===== config.mk =====
export PLATFORM = sky130hd
export DESIGN_NAME = dmem_ctrl_flat
export DESIGN_NICKNAME = d
export VERILOG_FILES = /design/src/rtl/dmem_ctrl_if.sv /design/src/rtl/dmem_ctrl.sv /design/src/flat_wrapper.sv
export SDC_FILE = /design/constraint.sdc
export NUM_CORES = 1
export LEC_CHECK = 0
export CAP_MARGIN = 20
export CORE_AREA = 3 3 95 97
export CTS_BUF_LIST = sky130_fd_sc_hd__clkbuf_8
export DETAILED_ROUTE_END_ITERATION = 7
export DIE_AREA = 0 0 98 100
export DONT_BUFFER_PORTS = 1
export GPL_TIMING_DRIVEN = 0
export PLACE_DENSITY = 0.71
export RECOVER_POWER = 50
export SLEW_MARGIN = 20
export SYNTH_ARGS = -nofsm -noshare
export SYNTH_HDL_FRONTEND = slang
export SYNTH_SLANG_ARGS = --single-unit
export TNS_END_PERCENT = 10

===== constraint.sdc =====
create_clock -name clk -period 4 [get_ports clk]
set_clock_uncertainty 0.1 [all_clocks]
set_input_delay 0.4 -clock clk [delete_from_list [all_inputs] [get_ports clk]]
set_output_delay 0.4 -clock clk [all_outputs]
set_load 0.03 [all_outputs]

===== src/rtl/dmem_ctrl_if.sv =====
// rtl/dmem_ctrl_if.sv - core-side and RAM-side signal bundle for the data-memory controller
//
// Purpose: groups the CPU load/store port and the data RAM port into one bundle.
// Modports:
//   slave  - the controller: takes cpu_req/we/addr/wdata/dmtype and ram_rdata,
//            drives cpu_rdata/ready/err, busy and ram_en/addr/wea/wdata.
//   master - the environment (core plus RAM): the mirror image of slave.
interface dmem_ctrl_if #(
    parameter int ADDR_W = 10
);
    logic              cpu_req;
    logic              cpu_we;
    logic [31:0]       cpu_addr;
    logic [31:0]       cpu_wdata;
    logic [2:0]        cpu_dmtype;
    logic [31:0]       cpu_rdata;
    logic              cpu_ready;
    logic              cpu_err;
    logic              busy;
    logic              ram_en;
    logic [ADDR_W-1:0] ram_addr;
    logic [3:0]        ram_wea;
    logic [31:0]       ram_wdata;
    logic [31:0]       ram_rdata;

    modport slave (
        input  cpu_req, cpu_we, cpu_addr, cpu_wdata, cpu_dmtype, ram_rdata,
        output cpu_rdata, cpu_ready, cpu_err, busy,
        output ram_en, ram_addr, ram_wea, ram_wdata
    );

    modport master (
        output cpu_req, cpu_we, cpu_addr, cpu_wdata, cpu_dmtype, ram_rdata,
        input  cpu_rdata, cpu_ready, cpu_err, busy,
        input  ram_en, ram_addr, ram_wea, ram_wdata
    );
endinterface


===== src/rtl/dmem_ctrl.sv =====
// rtl/dmem_ctrl.sv - data-memory access controller between CPU load/store port and word RAM
//
// Purpose: latches one byte-addressed access from the core, checks alignment,
// drives the word-addressed RAM with per-lane write enables and returns
// aligned, sign/zero-extended load data with a one-cycle ready pulse.
// Ports:
//   clk    - clock, rising edge
//   reset  - synchronous active-high reset
//   bus    - dmem_ctrl_if.slave: cpu_* request/response and ram_* RAM port
// Parameters:
//   ADDR_W     - RAM word-address width
//   RD_LATENCY - cycles from ram_en to valid ram_rdata (1..4)
module dmem_ctrl #(
    parameter int ADDR_W     = 10,
    parameter int RD_LATENCY = 1
) (
    input  logic       clk,
    input  logic       reset,
    dmem_ctrl_if.slave bus
);

    typedef enum logic [2:0] {
        S_IDLE   = 3'd0,
        S_WRITE  = 3'd1,
        S_READ   = 3'd2,
        S_RDWAIT = 3'd3,
        S_RESP   = 3'd4
    } state_t;

    localparam logic [1:0] LAT_M1 = 2'(RD_LATENCY - 1);

    state_t            state_q, state_d;
    logic [ADDR_W+1:0] addr_q;
    logic [31:0]       wdata_q;
    logic              we_q;
    logic [2:0]        dmtype_q;
    logic              err_q;
    logic [1:0]        cnt_q;
    logic [31:0]       rdata_q;

    // Upper byte-address bits are outside the RAM and simply wrap.
    logic unused_addr_bits;
    assign unused_addr_bits = ^bus.cpu_addr[31:ADDR_W+2];

    function automatic logic is_misaligned(input logic [1:0] o, input logic [2:0] dt);
        case (dt)
            3'b001, 3'b010: is_misaligned = o[0];
            3'b011, 3'b100: is_misaligned = 1'b0;
            default:        is_misaligned = (o != 2'b00);
        endcase
    endfunction

    function automatic logic [3:0] store_lanes(input logic [1:0] o, input logic [2:0] dt);
        case (dt)
            3'b001, 3'b010: store_lanes = o[1] ? 4'b1100 : 4'b0011;
            3'b011, 3'b100: store_lanes = 4'b0001 << o;
            default:        store_lanes = 4'b1111;
        endcase
    endfunction

    // Replicate the narrow store value on every lane so wea alone picks the target bytes.
    function automatic logic [31:0] store_data(input logic [31:0] wd, input logic [2:0] dt);
        case (dt)
            3'b001, 3'b010: store_data = {2{wd[15:0]}};
            3'b011, 3'b100: store_data = {4{wd[7:0]}};
            default:        store_data = wd;
        endcase
    endfunction

    function automatic logic [31:0] load_extract(input logic [31:0] rd, input logic [1:0] o,
                                                 input logic [2:0] dt);
        logic [31:0] sh;
        sh = rd >> {o, 3'b000};
        case (dt)
            3'b001:  load_extract = {{16{sh[15]}}, sh[15:0]};
            3'b010:  load_extract = {16'h0000, sh[15:0]};
            3'b011:  load_extract = {{24{sh[7]}}, sh[7:0]};
            3'b100:  load_extract = {24'h000000, sh[7:0]};
            default: load_extract = rd;
        endcase
    endfunction

    // State and datapath registers.
    always_ff @(posedge clk) begin
        if (reset) begin
            state_q  <= S_IDLE;
            addr_q   <= '0;
            wdata_q  <= '0;
            we_q     <= 1'b0;
            dmtype_q <= '0;
            err_q    <= 1'b0;
            cnt_q    <= '0;
            rdata_q  <= '0;
        end else begin
            state_q <= state_d;
            if (state_q == S_IDLE && bus.cpu_req) begin
                addr_q   <= bus.cpu_addr[ADDR_W+1:0];
                wdata_q  <= bus.cpu_wdata;
                we_q     <= bus.cpu_we;
                dmtype_q <= bus.cpu_dmtype;
                err_q    <= is_misaligned(bus.cpu_addr[1:0], bus.cpu_dmtype);
            end
            if (state_q == S_READ) begin
                cnt_q <= LAT_M1;
            end else if (state_q == S_RDWAIT) begin
                cnt_q <= cnt_q - 2'd1;
            end
            if (state_q == S_RDWAIT && cnt_q == 2'd0) begin
                rdata_q <= load_extract(bus.ram_rdata, addr_q[1:0], dmtype_q);
            end
        end
    end

    // Next-state logic.
    always_comb begin
        state_d = state_q;
        case (state_q)
            S_IDLE: begin
                if (bus.cpu_req) begin
                    if (is_misaligned(bus.cpu_addr[1:0], bus.cpu_dmtype)) begin
                        state_d = S_RESP;
                    end else if (bus.cpu_we) begin
                        state_d = S_WRITE;
                    end else begin
                        state_d = S_READ;
                    end
                end
            end
            S_WRITE:  state_d = S_IDLE;
            S_READ:   state_d = S_RDWAIT;
            S_RDWAIT: if (cnt_q == 2'd0) state_d = S_RESP;
            S_RESP:   state_d = S_IDLE;
            default:  state_d = S_IDLE;
        endcase
    end

    // Outputs decoded from state and latched access only.
    always_comb begin
        bus.cpu_rdata = rdata_q;
        bus.cpu_ready = 1'b0;
        bus.cpu_err   = 1'b0;
        bus.busy      = (state_q != S_IDLE);
        bus.ram_en    = 1'b0;
        bus.ram_addr  = addr_q[ADDR_W+1:2];
        bus.ram_wea   = 4'b0000;
        bus.ram_wdata = store_data(wdata_q, dmtype_q);
        case (state_q)
            S_WRITE: begin
                bus.ram_en    = 1'b1;
                bus.ram_wea   = store_lanes(addr_q[1:0], dmtype_q) & {4{we_q}};
                bus.cpu_ready = 1'b1;
            end
            S_READ: begin
                bus.ram_en = 1'b1;
            end
            S_RESP: begin
                bus.cpu_ready = 1'b1;
                bus.cpu_err   = err_q;
            end
            default: ;
        endcase
    end

endmodule


===== src/flat_wrapper.sv =====
// flat-port wrapper written by rule: the top's interface ports become plain ports
module dmem_ctrl_flat 
#(
    parameter int ADDR_W     = 10,
    parameter int RD_LATENCY = 1
)
  (clk, reset, bus_cpu_req, bus_cpu_we, bus_cpu_addr, bus_cpu_wdata, bus_cpu_dmtype, bus_ram_rdata, bus_cpu_rdata, bus_cpu_ready, bus_cpu_err, bus_busy, bus_ram_en, bus_ram_addr, bus_ram_wea, bus_ram_wdata);
  dmem_ctrl_if #(.ADDR_W(ADDR_W)) bus_i ();
  input  logic clk;
  input  logic reset;
  input wire logic [$bits(bus_i.cpu_req)-1:0] bus_cpu_req;
  input wire logic [$bits(bus_i.cpu_we)-1:0] bus_cpu_we;
  input wire logic [$bits(bus_i.cpu_addr)-1:0] bus_cpu_addr;
  input wire logic [$bits(bus_i.cpu_wdata)-1:0] bus_cpu_wdata;
  input wire logic [$bits(bus_i.cpu_dmtype)-1:0] bus_cpu_dmtype;
  input wire logic [$bits(bus_i.ram_rdata)-1:0] bus_ram_rdata;
  output wire logic [$bits(bus_i.cpu_rdata)-1:0] bus_cpu_rdata;
  output wire logic [$bits(bus_i.cpu_ready)-1:0] bus_cpu_ready;
  output wire logic [$bits(bus_i.cpu_err)-1:0] bus_cpu_err;
  output wire logic [$bits(bus_i.busy)-1:0] bus_busy;
  output wire logic [$bits(bus_i.ram_en)-1:0] bus_ram_en;
  output wire logic [$bits(bus_i.ram_addr)-1:0] bus_ram_addr;
  output wire logic [$bits(bus_i.ram_wea)-1:0] bus_ram_wea;
  output wire logic [$bits(bus_i.ram_wdata)-1:0] bus_ram_wdata;
  assign bus_i.cpu_req = bus_cpu_req;
  assign bus_i.cpu_we = bus_cpu_we;
  assign bus_i.cpu_addr = bus_cpu_addr;
  assign bus_i.cpu_wdata = bus_cpu_wdata;
  assign bus_i.cpu_dmtype = bus_cpu_dmtype;
  assign bus_i.ram_rdata = bus_ram_rdata;
  assign bus_cpu_rdata = bus_i.cpu_rdata;
  assign bus_cpu_ready = bus_i.cpu_ready;
  assign bus_cpu_err = bus_i.cpu_err;
  assign bus_busy = bus_i.busy;
  assign bus_ram_en = bus_i.ram_en;
  assign bus_ram_addr = bus_i.ram_addr;
  assign bus_ram_wea = bus_i.ram_wea;
  assign bus_ram_wdata = bus_i.ram_wdata;
  dmem_ctrl #(.ADDR_W(ADDR_W), .RD_LATENCY(RD_LATENCY)) u_core (.clk(clk), .reset(reset), .bus(bus_i));
endmodule

==> run metrics, run 1 <==
RSZ-0062 raised after global routing false; H-tree depth 3; PwrDens 441.5 nW/µm²; Max-Cap Viols 0; Post-CTS Setup Repair Bufs 0; Setup WS pre-CTS 1362 ps; actual slew at the worst max-slew pin 1135 ps; Synth area leaders dfxtp_1 (38%), nand2_1 (11%), a21oi_1 (8.2%); placed cell count 699; setup ws final 811.4 ps; row cnt 33; Layout Nets 709; Die Y 100 µm; fin util 0.5840; period utilization 0.7972; Synth async-reset ratio 0; Crit Path Max Fanout 10; Area growth, synth to finish 6.086%; Starting DRT DRC Count 215; largest net degree at the start of global routing 14; Residual DRC 0; #FFs+latches synth 86; register area share after synthesis 0.3806; Final Max Tran Viols 0; diode count 0; Synth top area share 0.3806; outcome completed; core area 8217 µm²; initial core utilization 0.5505; first-pass GRT wire length 21220 µm; top cells by count, synth nand2_1 (138), dfxtp_1 (86), a21oi_1 (74), nor2_1 (54), clkbuf_1 (26); endpoints failing setup 0; crit path DAT 2690 ps; total global-route track usage 0.2692; Synth area leader dfxtp_1; CP Launch Type register; Sum Neg Setup Slack 0 ps; Post-synth EDFFs 0; Cell Count, Final, Fillers Out 713; clk sink count 86; Clock Pin Slew Worst Setup and Hold Paths 90 ps; vias per cell 5.947; total power 2.118 mW; number of CTS-inserted buffers 9; CP bufs+invs 1; Final Hold Fails 0; Distinct cells, synth 42; Reg2Reg Depth 5; WHS Path Cells 2; most frequently used flop master after synthesis dfxtp_1; gr ovfl total 0; routed length per instance 18.71 µm; family with the most delay on the worst path XOR/XNOR gates; Post-Synthesis Cells 594; routed wire length 13340 µm; cts hold-fix bufs 0; Max Root-Sink Buffers 2; cells along the critical path nor2_4 -> xor2_1 -> buf_2 -> mux2_2; VDD IR max 0.0002192 V; Tmin final 3189 ps; worst relative slew slack 0.2409; most frequent cell after synthesis nand2_1; TritonCTS clock tree built; Leak Pwr 1.714 nW; drt pass-1 iters 5; Worst Setup End Kind output port; clk root buf clkbuf_8; GPL Wtd Cong 0.9649; Slowest cell on crit path xor2_1; Hold Crit Class input port to register; via count of the first global-routing pass 4101; number of antenna violations at the first check in global routing 0; IO buf count 0; dpl hpwl 10290 µm; number of synthesis warnings 0; Worst-Skew Late Latency 350 ps; WP depth 4; Mapped Avg Cell Area 7.615 µm²; die width 98 µm; DR vias 4240; Critical Path RT 3500 ps; kind of critical path register to output port; Routed Antenna Nets 0; I/O pins 185; fmax 313.6 MHz; layout cells sized above 1 0.09704; die area 9800 µm²; Cell Area, Synth 4523 µm²; syn_nets 698; post-CTS sizing 0; critical path's largest stage delay 900 ps
==> final cells by class <==
cell class	count	area (µm²)
fill	793	3418
clock buffer	10	137.6
tap	105	131.4
inverter	7	26.28
clock inverter	4	72.57
buffer	65	274.0
sequential	86	1722
multi-input combinational	436	2435
==> per-stage QoR <==
step | instance area, µm² | hold WS, ps
6_report | 4798 | 67.27
5_1_grt | 4798 | 52.32
4_1_cts | 4877 | 58.37
3_5_place_dp | 4667 | 347.3
3_3_place_gp | 4654 | 339.4
2_1_floorplan | 4523 | 331.9
==> worst paths after layout <==
path | start | end | slack (ps)
worst max-delay path | u_core.dmtype_q[1] | bus_ram_wdata[23] | 810
worst max register to register | u_core.dmtype_q[1] | u_core.bus.cpu_rdata[31] | 1600
worst min register to register | u_core.cnt_q[1] | u_core.cnt_q[1] | 360
worst min-delay path | bus_cpu_wdata[11] | u_core.wdata_q[11] | 70
==> logic make-up (layout without fill, tap and decap cells) <==
group / count (synthesis) / in the layout / synth area share
and+or+nand+nor: 238 / 238 / 0.2221
muxes: 22 / 22 / 0.05173
AOI/OAI and AO/OA: 170 / 170 / 0.2490
DFF: 86 / 86 / 0.3806
adders and majority gates: 2 / 2 / 0.004979
buffers and inverters: 72 / 86 / 0.08216
xor gates and xnor gates: 4 / 4 / 0.009407
==> worst register-to-register path: cells and delay by family, from the launching register on <==
kind | cells | cell delay (ps)
AND/OR/NAND/NOR | 2 | 280
flip-flops | 1 | 390
XOR/XNOR | 1 | 900
AO/OA/AOI/OAI | 1 | 230
buffers and inverters | 1 | 400
==> cell usage in the layout, fill, tap and decap left out, types with 2 or more instances in the layout <==
| master | n |
|---|---|
| clkbuf_1 | 47 |
| or3_1 | 10 |
| a21oi_1 | 74 |
| nand2_1 | 138 |
| o21ai_0 | 12 |
| inv_1 | 6 |
| a31oi_1 | 2 |
| xnor2_1 | 3 |
| a211oi_1 | 7 |
| clkbuf_8 | 10 |
| and3_1 | 3 |
| nand3b_1 | 4 |
| a22oi_1 | 21 |
| mux2_2 | 11 |
| a311oi_1 | 8 |
| mux2i_1 | 11 |
| o22ai_1 | 15 |
| a311oi_2 | 2 |
| nor3_1 | 13 |
| o21ai_1 | 2 |
| o221ai_1 | 2 |
| buf_2 | 15 |
| a211oi_2 | 10 |
| nor2_1 | 54 |
| a22o_1 | 9 |
| nand2b_1 | 6 |
| bufinv_16 | 2 |
| nor3_2 | 2 |
| dfxtp_1 | 86 |
| nor2b_1 | 3 |
| nand3_1 | 4 |
==> report_power, final <==
group          switching (mW)  internal, mW
Combinational           0.361         0.141
Clock                   0.304         0.361
Sequential             0.0506         0.901
==> sequential cells by signal, summed over array words and instances (netlist names) <==
signal and flops:
u_core.bus.cpu_rdata 32, u_core.state_q 3, u_core.addr_q 12, u_core.err_q 1
u_core.dmtype_q 3, u_core.wdata_q 32, u_core.cnt_q 2, u_core.we_q 1
==> routing by layer <==
metal	wire length (µm)	GRT usage	vias up
li1	-	-	2073
met1	5204	0.3255	1976
met2	6523	0.4450	177
met3	1402	0.1042	14
met4	208	0.08200	0
met5	0	0	-
Power figures use the tool's default switching activity.
==> inputs of run 2 (changes only) <==
--- a/config.mk
+++ b/config.mk
@@ -5,14 +5,15 @@
 export SDC_FILE = /design/constraint.sdc
 export NUM_CORES = 1
 export LEC_CHECK = 0
+export ABC_AREA = 1
 export CAP_MARGIN = 20
-export CORE_AREA = 3 3 95 97
+export CORE_AREA = 3 3 94 96
 export CTS_BUF_LIST = sky130_fd_sc_hd__clkbuf_8
 export DETAILED_ROUTE_END_ITERATION = 7
-export DIE_AREA = 0 0 98 100
+export DIE_AREA = 0 0 97 99
 export DONT_BUFFER_PORTS = 1
 export GPL_TIMING_DRIVEN = 0
-export PLACE_DENSITY = 0.71
+export PLACE_DENSITY = 0.73
 export RECOVER_POWER = 50
 export SLEW_MARGIN = 20
 export SYNTH_ARGS = -nofsm -noshare
==> constraint.sdc (replaced) <==
create_clock -name clk -period 2.7 [get_ports clk]
set_clock_uncertainty 0.1 [all_clocks]
set_input_delay 0.27 -clock clk [delete_from_list [all_inputs] [get_ports clk]]
set_output_delay 0.27 -clock clk [all_outputs]
set_load 0.03 [all_outputs]
==> run 2 against run 1 <==
  * Sequential power rose by 48%
  * Utilization up 0.67 points
  * Area after synthesis decreased by 3.0%
  * Via count up 2.2%
  * Register-to-register slack worse by 860 ps
  * Synthesized cell count increased by 12%
  * Sequential cell count is the same
  * Global-route usage shrank 0.41 points
  * Critical path type unchanged
  * Largest cell class unchanged
  * Highest routed layer unchanged
==> run metrics, run 2 <==
syn_nets 772 (+11%); Tmin final 2620 ps; Flop pwr share 0.431 (-0.018); largest net degree at the start of global routing 18 (+4); row cnt 33 (unchanged); Cell Area, Synth 4387 µm² (-3.0%); most frequently used flop master after synthesis dfxtp_1; number of synthesis warnings 0 (unchanged); top cells by count, synth nand2_1 (156), o21ai_0 (123), dfxtp_1 (86), inv_1 (80), a21oi_1 (65); Worst Setup End Kind output port; Distinct cells, synth 24 (-43%); Synth area leaders dfxtp_1 (39%), o21ai_0 (14%), nand2_1 (13%); mux cell area share after synthesis 0 (-0.05173); switch share 0.4011 (+0.06329); Routed Antenna Nets 0 (unchanged); post-synthesis compound-gate area fraction 0.2433 (-0.005665); worst relative slew slack 0.4842 (+0.2433); number of antenna violations at the first check in global routing 0 (unchanged); critical path's largest stage delay 600 ps (-300 ps); clock power share 0.270 (-0.044); Mapped Avg Cell Area 6.567 µm² (-14%); Final Hold Fails 0 (unchanged); main combinational cell family by area after synthesis compound AO/OA/AOI/OAI gates; Post-CTS Setup Repair Bufs 0 (unchanged); Layout Nets 800 (+13%); Critical Path RT 2330 ps (-1170 ps); Clock Pin Slew Worst Setup and Hold Paths 100 ps (about the same); finished layout cell area 4805 µm² (+0.13%); post-synthesis adder-cell area fraction 0.002852 (-0.002127); Synth top area share 0.3925 (+0.01183); first-pass GRT wire length 20630 µm (-2.8%); I/O pins 185 (unchanged); Leak Pwr 2.081 nW (+21%); Power Internal 1.960 mW (+40%); Post-Synth Simple-Gate Area 0.2108 (-0.01135); clk root buf clkbuf_8; Die Y 99 µm (-1.0%); diode count 0 (unchanged); outcome completed; gr ovfl total 0 (unchanged); vias per cell 5.378 (-9.6%); routed wire length 13030 µm (-2.3%); kind of critical path register to output port; Final Max Tran Viols 0 (unchanged); IO buf count 0 (unchanged); actual slew at the worst max-slew pin 776.2 ps (-358.7 ps); commonest non-fill, non-tap cell in the layout nand2_1; layout cells sized above 1 0.06277 (-0.03427); Max-Cap Viols 0 (unchanged); drt pass-1 iters 5 (unchanged); TritonCTS clock tree built; total global-route track usage 0.2651 (-0.004106); Post-synth EDFFs 0 (unchanged); most frequent cells in the layout nand2_1 (156), o21ai_0 (99), dfxtp_1 (86); cells along the critical path nor2_2 -> o21ai_4 -> nand2_2 -> buf_6 -> clkbuf_1 -> o21ai_1; Hold Crit Class input port to register; net switching power 1.313 mW (+83%); Synth area leader dfxtp_1; Crit Path Max Fanout 10 (unchanged); Starting DRT DRC Count 311 (+45%); Comb pwr share 0.299 (+0.062); Area growth, synth to finish 9.527%; RSZ-0062 raised after global routing true; dpl hpwl 9755 µm (-5.2%); VDD IR max 0.0003484 V (+59%); post-place instance area 4518 µm² (-3.2%); number of CTS-inserted buffers 9 (unchanged); die width 97 µm (-1.0%); DR vias 4335 (+2.2%); clk sink count 86 (unchanged); PwrDens 681.1 nW/µm² (+54%); crit path DAT 2250 ps (-440 ps); Synth Area in XOR/XNOR 0 (-0.009405); Worst-Skew Late Latency 360 ps (about the same); die area 9603 µm² (-2.0%); initial core utilization 0.5393 (-0.01118); core area 8134 µm² (-1.0%); Residual DRC 0 (unchanged); Synth async-reset ratio 0 (unchanged); register area share after synthesis 0.3925 (+0.01183); routed length per instance 16.17 µm (-14%); Max Root-Sink Buffers 2 (unchanged); total power 3.273 mW (+54%); Post-Synthesis Cells 668 (+12%); GPL Wtd Cong 0.9637 (-0.12%); most frequent cell after synthesis nand2_1; Slowest cell on crit path o21ai_1; period utilization 0.9702; endpoints failing setup 0 (unchanged); Fin Hold WS 9.301 ps (-57.97 ps); fmax 381.7 MHz; CP Launch Type register; via count of the first global-routing pass 4108 (+0.17%); #FFs+latches synth 86 (unchanged); H-tree depth 3 (unchanged)
==> run 2: cell count changes in the layout (fill, tap and decap cells not counted), sizes merged, moves of 10 or more <==
cell         previous run  this run
a22oi                  21         0
a211oi                 17         0
o21ai                  14       130
a311oi                 10         0
nor3                   15         1
mux2                   11         0
nand2                 138       158
a21oi                  75        65
dlygate4sd3             0        17
inv                     6        87
mux2i                  11         0
or3                    10         0
==> run 2: path summary, 6_finish.rpt <==
kind,startpoint,endpoint,slack (ps),cells past startpoint
setup / recovery,u_core.dmtype_q[0],bus_ram_wdata[23],80,6
hold / removal,bus_cpu_wdata[14],u_core.wdata_q[14],9,2
setup reg to reg,u_core.state_q[1],u_core.bus.cpu_rdata[29],740,8
hold reg to reg,u_core.wdata_q[19],u_core.wdata_q[19],360,2
==> run 2: timing repair <==
action	in CTS	in global routing
setup endpoints to repair	24	10
endpoints found under the hold margin	17	0
hold buffers	17	0
gates resized for setup	17	7
==> run 2: power groups by stage <==
stage	Clock (mW)	Combinational [mW]	Sequential, mW
floorplan	0	0.780	1.43
global placement	0	0.943	1.44
detailed placement	0	0.957	1.44
CTS	0.894	0.989	1.41
global route	0.944	1.07	1.42
finish	0.882	0.980	1.41
==> run 2: stage by stage <==
step / utilization / cells / TNS (ps) / worst slack (ps)
2_1_floorplan: - / 668 / 0 / 589.7
3_3_place_gp: 0.5555 / 773 / 0 / 233.0
3_5_place_dp: 0.5555 / 773 / 0 / 229.8
4_1_cts: 0.5996 / 806 / -888.6 / -149.7
5_1_grt: 0.5907 / 806 / -235.0 / -63.87
6_report: 0.5907 / 806 / 0 / 80.39
==> run 2: cell families after synthesis <==
kind of cell             after synthesis
AND/OR/NAND/NOR                      234
AO/OA/AOI/OAI                        206
buffers and inverters                141
flip-flops                            86
adder cells (fa/ha/maj)                1
==> run 2: critical path, delay by kind of cell (launching register included) <==
family	cells	cell delay (ps)
flip-flops	1	420
AND/OR/NAND/NOR	2	190
AO/OA/AOI/OAI	2	880
buffers and inverters	2	410
==> run 2: layout make-up <==
cell class,instances,area [µm²]
sequential,86,1722
inverter,83,311.5
clock inverter,7,65.06
buffer,58,279.0
tap,105,131.4
multi-input combinational,441,2002
clock buffer,9,123.9
fill,795,3329
timing repair buffer,17,170.2
==> run 2: layer usage <==
| metal | vias to the layer above | GRT usage | wire length (µm) |
|---|---|---|---|
| met5 | - | 0 | 0 |
| met4 | 0 | 0.1220 | 422 |
| met3 | 38 | 0.06157 | 1233 |
| met2 | 202 | 0.4055 | 5769 |
| met1 | 1928 | 0.3565 | 5605 |
| li1 | 2167 | - | - |
==> inputs of run 3 (changes only) <==
--- a/config.mk
+++ b/config.mk
@@ -13,7 +13,7 @@
 export DIE_AREA = 0 0 97 99
 export DONT_BUFFER_PORTS = 1
 export GPL_TIMING_DRIVEN = 0
-export PLACE_DENSITY = 0.73
+export PLACE_DENSITY = 0.71
 export RECOVER_POWER = 50
 export SLEW_MARGIN = 20
 export SYNTH_ARGS = -nofsm -noshare
==> constraint.sdc (replaced) <==
create_clock -name clk -period 2.6 [get_ports clk]
set_clock_uncertainty 0.1 [all_clocks]
set_input_delay 0.26 -clock clk [delete_from_list [all_inputs] [get_ports clk]]
set_output_delay 0.26 -clock clk [all_outputs]
set_load 0.03 [all_outputs]
==> run 3 against run 2 <==
  * The flow now finishes with violations (negative setup slack)
  * Setup slack lost 130 ps
  * Sequential cell count unchanged
  * Combinational power is 8% higher
==> run metrics, run 3 (same netlist as run 2, synthesis figures left out) <==
Worst Setup End Kind output port; Post-CTS Setup Repair Bufs 0 (unchanged); Slowest cell on crit path o21ai_1; Cell Count, Final, Fillers Out 822 (+2.0%); CP Launch Type register; placed cell count 773 (unchanged); family with the most delay on the worst path compound AO/OA/AOI/OAI gates; die area 9603 µm² (unchanged); clk sink count 86 (unchanged); Area growth, synth to finish 14.20%; routed wire length 13770 µm (+5.7%); CP bufs+invs 2 (unchanged); worst relative slew slack 0.5546 (+0.07044); Final Max Tran Viols 0 (unchanged); Hold Crit Class input port to register; actual slew at the worst max-slew pin 663.6 ps (-112.5 ps); crit path DAT 2290 ps (+40 ps); vias per cell 5.376 (about the same); initial core utilization 0.5393 (unchanged); most frequent cells in the layout nand2_1 (156), o21ai_0 (99), dfxtp_1 (86); number of CTS-inserted buffers 9 (unchanged); Setup WS pre-CTS 135.4 ps (-94.34 ps); row cnt 33 (unchanged); RSZ-0062 raised after global routing true; Leak Pwr 2.166 nW (+4.1%); gr ovfl total 0 (unchanged); kind of critical path register to output port; layout cells sized above 1 0.07392 (+0.01115); filler cell count in the final layout 825 (+3.8%); Max Root-Sink Buffers 2 (unchanged); DR vias 4419 (+1.9%); drt pass-1 iters 5 (unchanged); FF-to-FF Start u_core.state_q[1]; Layout Nets 817 (+2.1%); clk root buf clkbuf_8; Routed Antenna Nets 0 (unchanged); period utilization 1.020; Residual DRC 0 (unchanged); Critical Path RT 2240 ps (-90 ps); Sum Neg Setup Slack -177.4 ps (-177.4 ps); I/O pins 185 (unchanged); VDD IR max 0.0003268 V (-6.2%); R2R Setup Slk 630 ps (-110 ps); hold_sp bus_cpu_wdata[24]; post-place instance area 4518 µm² (unchanged); critical path's largest stage delay 610 ps (about the same); core area 8134 µm² (unchanged); commonest non-fill, non-tap cell in the layout nand2_1; Final Hold Fails 0 (unchanged); Clock Pin Slew Worst Setup and Hold Paths 90 ps (about the same); Worst-Skew Late Latency 350 ps (about the same); GPL Wtd Cong 0.9533 (-1.1%); dpl hpwl 10050 µm (+3.0%); cells along the critical path nor2_2 -> o21ai_4 -> nand2_2 -> buf_6 -> clkbuf_1 -> o21ai_1; FF-to-FF End u_core.bus.cpu_rdata[29]; WHS Path Cells 2 (unchanged); diode count 0 (unchanged); Die Y 99 µm (unchanged); failing checks negative setup slack; fmax 377.0 MHz; Tmin final 2652 ps; Starting DRT DRC Count 277 (-11%); Max-Cap Viols 0 (unchanged); first-pass GRT wire length 22080 µm (+7.0%); outcome complete, but fails checks; number of antenna violations at the first check in global routing 0 (unchanged); TritonCTS clock tree built; H-tree depth 3 (unchanged); Reg2Reg Depth 8 (unchanged); Crit Path Max Fanout 10 (unchanged); IO buf count 0 (unchanged); WHS Endpoint u_core.wdata_q[24]; PwrDens 691.1 nW/µm² (+1.5%); total global-route track usage 0.2840 (+0.01891); die width 97 µm (unchanged); routed length per instance 16.75 µm (+3.6%); largest net degree at the start of global routing 15 (-3); via count of the first global-routing pass 4347 (+5.8%); setup ws final -52.36 ps (-132.8 ps); endpoints failing setup 6 (+6); finished layout cell area 5010 µm² (+4.3%)
-- run 3: changes by cell type in the layout (fill, tap and decap cells not counted), sizes merged --
cell,previous run,this run
clkinv,2,4
clkinvlp,1,0
inv,87,84
bufinv,0,1
buf,17,18
dlygate4sd3,17,34
clkbuf,50,49
-- run 3: metal layers --
| layer | up-vias | wire length, µm | global-route usage |
|---|---|---|---|
| li1 | 2203 | - | - |
| met1 | 1964 | 5823 | 0.3721 |
| met2 | 225 | 6262 | 0.4459 |
| met3 | 27 | 1374 | 0.07502 |
| met4 | 0 | 310 | 0.1177 |
| met5 | - | 0 | 0 |
-- run 3: what timing repair did --
action,in CTS,in global routing
hold endpoints to repair,34,0
hold buffers,34,0
pin swaps,0,0
resized for setup,19,15
cloned,0,0
setup endpoints to repair,24,19
-- run 3: cell type report --
cell class	instances	area, µm²	area share
repair buffers	34	340.3	0.06793
plain buffers	58	279.0	0.05569
inverters	83	311.5	0.06219
multi-input cells	441	2039	0.4071
well taps	105	131.4	0.02622
flip-flops and latches	86	1722	0.3437
clock buffers	9	123.9	0.02473
clock inverters	6	62.56	0.01249
-- run 3: where the power goes --
| group | internal [mW] | total, mW | leakage (nW) | switching, mW |
|---|---|---|---|---|
| sequential | 1.41 | 1.47 | 0.704 | 0.0544 |
| clock | 0.439 | 0.933 | 0.0992 | 0.493 |
| combinational | 0.276 | 1.06 | 1.36 | 0.789 |
-- run 3: per-stage QoR --
step,total power [mW],hold slack [ps],utilization
2_1_floorplan,2.294,303.7,-
4_1_cts,3.472,0.04868,0.6202
5_1_grt,3.639,5.582,0.6159
3_5_place_dp,2.492,314.1,0.5555
6_report,3.462,15.23,0.6159
3_3_place_gp,2.475,307.0,0.5555
-- run 3: worst max-delay path by stage --
| stage | endpoint | startpoint | depth (start not counted) |
|---|---|---|---|
| after floorplan | bus_ram_wdata[16] | u_core.dmtype_q[2] | 7 |
| after global placement | bus_ram_wdata[31] | u_core.dmtype_q[0] | 6 |
| after detailed placement | bus_ram_wdata[31] | u_core.dmtype_q[0] | 6 |
| after CTS | bus_ram_wdata[28] | u_core.dmtype_q[0] | 6 |
| after global routing | bus_ram_wdata[26] | u_core.dmtype_q[0] | 6 |
| final | bus_ram_wdata[29] | u_core.dmtype_q[0] | 6 |
-- run 3: worst reg2reg max path: stages (launching register included) --
cell,delay (ps)
dfxtp_1,360
nand2_1,80
nor2_1,260
inv_2,90
nor2_2,200
clkbuf_1,450
nand2_1,140
nor2_1,140
nor2_1,50
